[config.mk]
export PLATFORM = sky130hd
export DESIGN_NAME = request_queue
export DESIGN_NICKNAME = d
export VERILOG_FILES = /design/src/rtl/request_queue.sv
export SDC_FILE = /design/constraint.sdc
export NUM_CORES = 1
export LEC_CHECK = 0
export CAP_MARGIN = 20
export CORE_MARGIN = 3
export CORE_UTILIZATION = 35
export CTS_BUF_LIST = sky130_fd_sc_hd__clkbuf_16
export CTS_CLUSTER_SIZE = 24
export DETAILED_ROUTE_END_ITERATION = 16
export MAX_ROUTING_LAYER = met4
export PLACE_DENSITY = 0.61
export SYNTH_ARGS = -nofsm -noshare
export SYNTH_HDL_FRONTEND = slang
export SYNTH_SLANG_ARGS = --single-unit
[constraint.sdc]
create_clock -name clk -period 4.5 [get_ports clk]
set_input_delay 0.9 -clock clk [delete_from_list [all_inputs] [get_ports clk]]
set_output_delay 0.9 -clock clk [all_outputs]
set_load 0.01 [all_outputs]
[src/rtl/request_queue.sv]
// request_queue: FIFO of {opcode, addr} requests feeding the SPI serializer,
// with retry-on-error and drop after MAX_RETRY re-offers.
module request_queue #(
  parameter int ADDRW     = 8,
  parameter int OPCODEW   = 2,
  parameter int DEPTH     = 4,
  parameter int MAX_RETRY = 2
) (
  input  logic                       clk,
  input  logic                       rst_n,
  input  logic                       push,
  input  logic [OPCODEW-1:0]         push_opcode,
  input  logic [ADDRW-1:0]           push_addr,
  output logic                       full,
  output logic [$clog2(DEPTH+1)-1:0] count,
  output logic                       overflow,
  output logic                       valid_out,
  output logic [OPCODEW-1:0]         opcode_out,
  output logic [ADDRW-1:0]           addr_out,
  input  logic                       ready_in,
  input  logic                       err_in,
  output logic                       done,
  output logic                       drop
);
  localparam int CW = $clog2(DEPTH+1);
  localparam int PW = $clog2(DEPTH);
  localparam int RW = MAX_RETRY > 0 ? $clog2(MAX_RETRY+1) : 1;
  typedef enum logic [1:0] {IDLE, OFFER, BUSY} state_t;
  state_t state, state_n;
  logic [OPCODEW+ADDRW-1:0] mem [DEPTH];
  logic [PW-1:0] rd_ptr, wr_ptr;
  logic [RW-1:0] retry_cnt;
  logic accept, fin, retry, pop;
  logic [CW-1:0] count_n;
  // fin marks the serializer returning to idle; err_in is judged in that same cycle
  always_comb begin
    accept  = push && !full;
    fin     = state == BUSY && ready_in;
    retry   = fin && err_in && retry_cnt < RW'(MAX_RETRY);
    pop     = fin && !retry;
    count_n = count + CW'(accept) - CW'(pop);
    state_n = state == IDLE  ? (count_n != '0 ? OFFER : IDLE) :
              state == OFFER ? (ready_in ? OFFER : BUSY) :
              fin            ? (retry || count_n != '0 ? OFFER : IDLE) : BUSY;
  end
  always_ff @(posedge clk or negedge rst_n) begin
    if (!rst_n) begin
      state     <= IDLE;
      valid_out <= 1'b0;
      full      <= 1'b0;
      count     <= '0;
      overflow  <= 1'b0;
      done      <= 1'b0;
      drop      <= 1'b0;
      retry_cnt <= '0;
      rd_ptr    <= '0;
      wr_ptr    <= '0;
    end else begin
      state     <= state_n;
      valid_out <= state_n == OFFER;
      count     <= count_n;
      full      <= count_n == CW'(DEPTH);
      overflow  <= push && full;
      done      <= pop && !err_in;
      drop      <= pop && err_in;
      if (accept) wr_ptr <= wr_ptr + 1'b1;
      if (pop) rd_ptr <= rd_ptr + 1'b1;
      if (fin) retry_cnt <= retry ? retry_cnt + 1'b1 : '0;
    end
  end
  always_ff @(posedge clk) if (accept) mem[wr_ptr] <= {push_opcode, push_addr};
  assign {opcode_out, addr_out} = mem[rd_ptr];
endmodule

# == Word-level counts from Yosys, hierarchy flattened ==
# Memories as Yosys holds them, arrays and structs flattened.
# Cells that the tools add are included.
# W data, S select, Z words.
# totals
ram_bits,40
input_bits,15
register_bits,16
memories,1
word_cells,44
output_inout_bits,18
# mem_list
memory,words,word_bits,read_ports,rd_clocked_by_memory_dff,write_ports,line_no,source
mem,4,10,1,0,1,30,logic [OPCODEW+ADDRW-1:0] mem [DEPTH];
# classes
order_cmp,1
addsub,5
n_eq_ne,4
n_reduce_logical,14
muxes,9
# ops
cell,count
$mux W2,5
$logic_and A1 B1 Y1,8
$add A2 B1 Y2 const B,3
$eq A2 B1 Y1 const B,2
$mux W1,4
$add A3 B1 Y3,1
$eq A3 B3 Y1 const B,1
$logic_not A1 Y1,3
$reduce_bool A3 Y1,1
$sub A3 B1 Y3,1
$eq A2 B2 Y1 const B,1
$logic_not A2 Y1,1
$lt A2 B2 Y1 const B,1
$logic_or A1 B1 Y1,1

# == Logic depth before layout (Yosys ltp) ==
# logic_depth
word_depth,14
mapped_depth,8
ltp_nobuf,8

# == Worst setup path before layout ==
# No wires, ideal clock.
# synth_timing
path_kind,input port to flip-flop
start,input err_in
end,register state[0]
stages,8
slack_ps,1982
t_arrival_ps,2379
t_required_ps,4361
cell_sequence,and2b_1 > nor2_1 > xor2_1 > ha_1 > fa_1 > xnor2_1 > xnor2_1 > a31oi_1
# synth_between
elab_chain_cells,11
word_cells_on_any_way,12
cone_classes,1 x add/sub; 5 x mux; 6 x reduce/logical
# synth_rtl
element,line_no,source
"start, declared",21,"input logic err_in,"
$logic_and A1 B1 Y1 * (2 in a row),39,retry = fin && err_in && retry_cnt < RW'(MAX_RETRY);
$logic_not A1 Y1,40,pop = fin && !retry;
$logic_and A1 B1 Y1,40,
$sub A3 B1 Y3,41,count_n = count + CW'(accept) - CW'(pop);
$reduce_bool A3 Y1,"42, 44",
$logic_or A1 B1 Y1,44,fin ? (retry || count_n != '0 ? OFFER : IDLE) : BUSY;
$mux W1,44,
$mux W2,44,
$mux W2,43,state == OFFER ? (ready_in ? OFFER : BUSY) :
$mux W2 *,42,state_n = state == IDLE ? (count_n != '0 ? OFFER : IDLE) :
via state_n[0],29,"state_t state, state_n;"
"end signal, assigned",59,state <= state_n;
"end, declared",29,
# Mark *: on every way through the listed nets, which the timed path passes. The rest lies on a longest branch.
# A chain may end at the register's enable or synchronous reset.

# == Worst setup path in the final report ==
# layout_timing
start,register rd_ptr[0]
end,output addr_out[4]
# layout_between
elab_chain_cells,1
# layout_rtl
element,line_no,source
"start, declared",31,"logic [PW-1:0] rd_ptr, wr_ptr;"
"start signal, assigned",67,if (pop) rd_ptr <= rd_ptr + 1'b1;
$mem_v2 Z4 W10,-,
"end, declared",19,"output logic [ADDRW-1:0] addr_out,"
# Every way passes these cells.

==> flow_metrics.tcl <==
set metrics [dict create \
    critical_path_arrival_ns 2.25 \
    dr_total_vias 1087 \
    gp_congestion 0.7405 \
    dr.pass1.iters 4 \
    drtIter0Drc 34 \
    startpoint_type "flop" \
    max-clock-path-buffers 2 \
    clk_pin_slew_worst_paths_ns 0.06 \
    yosysMostFrequentCell "edfxtp_1" \
    htree_levels 2 \
    avgSynthCellArea_um2 19.13 \
    numCtsBuffers 5 \
    p_per_area_nw_per_um2 627.5 \
    finalCriticalPeriod_ns 3.148 \
    cts_tree "yes" \
    drcViolationCount 0 \
    synth_edf_count 40 \
    rsz0062_at_grt "no" \
    postCtsHoldBufs 0 \
    core_um2 5991 \
    cts_post_setup_buffers_inserted 0 \
    ys_seq_elements 56 \
    grtUsageTotal_pct 10.83 \
    vias_per_cell 4.831 \
    synthDistinctLibCells 25 \
    io_buffer_count 32 \
    num_antenna_cells 0 \
    route.met3.wl_um 218 \
    rows 28 \
    hold_viol 0 \
    design.die.area_um2 7214 \
    peakVddDrop_mv 0.3168 \
    hold_ws_ns 0.5031 \
    p_leak_nw 0.9980 \
    ant_nets 0 \
    yosys-top-cells-count "edfxtp_1 (40), dfrtp_1 (16), mux4_2 (8), nand2_1 (6)" \
    worstSkewPairLatency_ns 0.28 \
    io_pins 33 \
    crit_type "flop to primary output" \
    clock-root-buffer "clkbuf_16" \
    die_w_um 84.94 \
    antenna_found_initial 0 \
    async_flop_share_pct 28.57 \
    timing.final.crit_share_pct 69.96 \
    initial_core_util_pct 36.40 \
    synth_area_leaders "edfxtp_1 (55%), dfrtp_1 (18%), mux4_2 (8.3%), ha_1 (2.9%), mux4_1 (2.4%)" \
    fin_nets 171 \
    synth_flop_cell "edfxtp_1" \
    slew_headroom_pct 52.32 \
    place_hpwl_mm 2.417 \
    grt_pass1_wl_mm 5.630 \
    setup_violations 0 \
    end_kind "primary output" \
    wl_per_cell_um 15.59 \
    wl_met2_mm 1.773 \
    tns_ns 0 \
    cp.required_ns 3.60 \
    drv_cap 0 \
    syn_nets 135 \
    grt.overflow.total 0 \
    drt_wl_total_mm 3.507 \
    top_layer "met4" \
    outcome "finished, final reports clean" \
    yosys.area.top_type "edfxtp_1" \
    worst_pin_slew_ns 0.7130 \
    synth_area_um2 2181 \
    yosys_warnings 0 \
    cts.sinks 56 \
    drive_above_1_share_pct 11.33 \
    ctsResizeCount 0 \
    die_h_um 84.94 \
    wl_met1_mm 1.477 \
    grt_pass1_vias 1150 \
    fill_cells 524 \
    worstPathMaxFanout 12 \
    yosysTopAreaCellShare_pct 55.08 \
    drv_slew 0 \
    seq_area_frac_synth_pct 73.44 \
    synth_cells 114 \
    grt_start_max_net_pins 17 \
    final.setup_skew_ns 0.002165 \
    clock.fmax_mhz 317.6 \
    area_delta_synth_final_pct 24.33 \
    hold_class "flop to flop" \
]
## critical path, cell delays in order, from the launching register on
cell and delay, ns:
dfrtp_1 0.81, mux4_1 0.66, clkdlybuf4s50_1 0.50
## flip-flops by register name, indices dropped and copies added (netlist names)
name       flops
count          3
done           1
drop           1
full           1
mem           40
overflow       1
rd_ptr         2
retry_cnt      2
state          2
valid_out      1
wr_ptr         2
## placed cells by master (no fill, tap or decap), types with 2 or more instances in the layout
cell / n
edfxtp_1: 40
clkdlybuf4s50_1: 32
dfrtp_1: 16
mux4_2: 8
nand2_1: 6
and2_1: 5
ha_1: 5
clkbuf_16: 5
inv_1: 4
xnor2_1: 3
nor2_1: 3
o21ai_0: 3
xor2_1: 3
nor3_1: 2
a31oi_1: 2
mux4_1: 2
## cell families (layout without fill, tap and decap cells)
| kind of cell | count (synthesis) | after routing | share of synthesized area, % |
|---|---|---|---|
| flops | 56 | 56 | 73.44 |
| simple gates | 24 | 24 | 6.770 |
| mux | 10 | 10 | 10.67 |
| buf+inv | 7 | 43 | 1.664 |
| fa+ha+maj | 6 | 6 | 3.787 |
| xor+xnor | 6 | 6 | 2.410 |
| compound gates | 5 | 5 | 1.262 |
## layer usage
layer / track usage (%) / vias to the layer above
met2: 18.01 / 40
met5: - / -
met4: 3.453 / 0
li1: - / 503
met3: 4.175 / 4
met1: 12.04 / 540
## path summary, 6_finish.rpt
path / from / endpoint / slack, ns / cells past startpoint
min in group asynchronous: rst_n / state[1] / 1.04 / 1
max in group asynchronous: rst_n / wr_ptr[0] / 3.01 / 1
max reg2reg: full / state[0] / 2.17 / 7
min: retry_cnt[1] / retry_cnt[1] / 0.50 / 2
max: rd_ptr[0] / addr_out[4] / 1.35 / 2
min reg2reg: retry_cnt[1] / retry_cnt[1] / 0.50 / 2
## stage by stage
stage | cells | util (%) | instance area (um2) | setup slack, ns | total power, W
global placement | 218 | 42.96 | 2574 | 1.335 | 0.001343
finish | 225 | 45.26 | 2711 | 1.352 | 0.001701
detailed placement | 218 | 42.96 | 2574 | 1.158 | 0.001364
global route | 225 | 45.26 | 2711 | 1.205 | 0.001795
floorplan | 114 | - | 2181 | 1.982 | 0.001115
CTS | 225 | 45.26 | 2711 | 1.317 | 0.001727
## layout make-up
type                       instances  area, um2  share of cell area (%)
tap                               75      93.84                   3.461
multi-input combinational         51      543.0                   20.03
sequential                        56       1602                   59.07
clock buffer                       5      125.1                   4.615
timing repair buffer              32      320.3                   11.81
inverter                           4      15.01                  0.5538
clock inverter                     2      12.51                  0.4615
## where the power goes
group | total (W) | internal [W] | leakage (nW) | switching (W)
sequential | 0.000793 | 0.000689 | 0.565 | 0.000104
clock | 0.000359 | 0.000202 | 0.0657 | 0.000158
combinational | 0.000549 | 0.000314 | 0.367 | 0.000235
No activity file was read; power rests on OpenSTA's default activity.
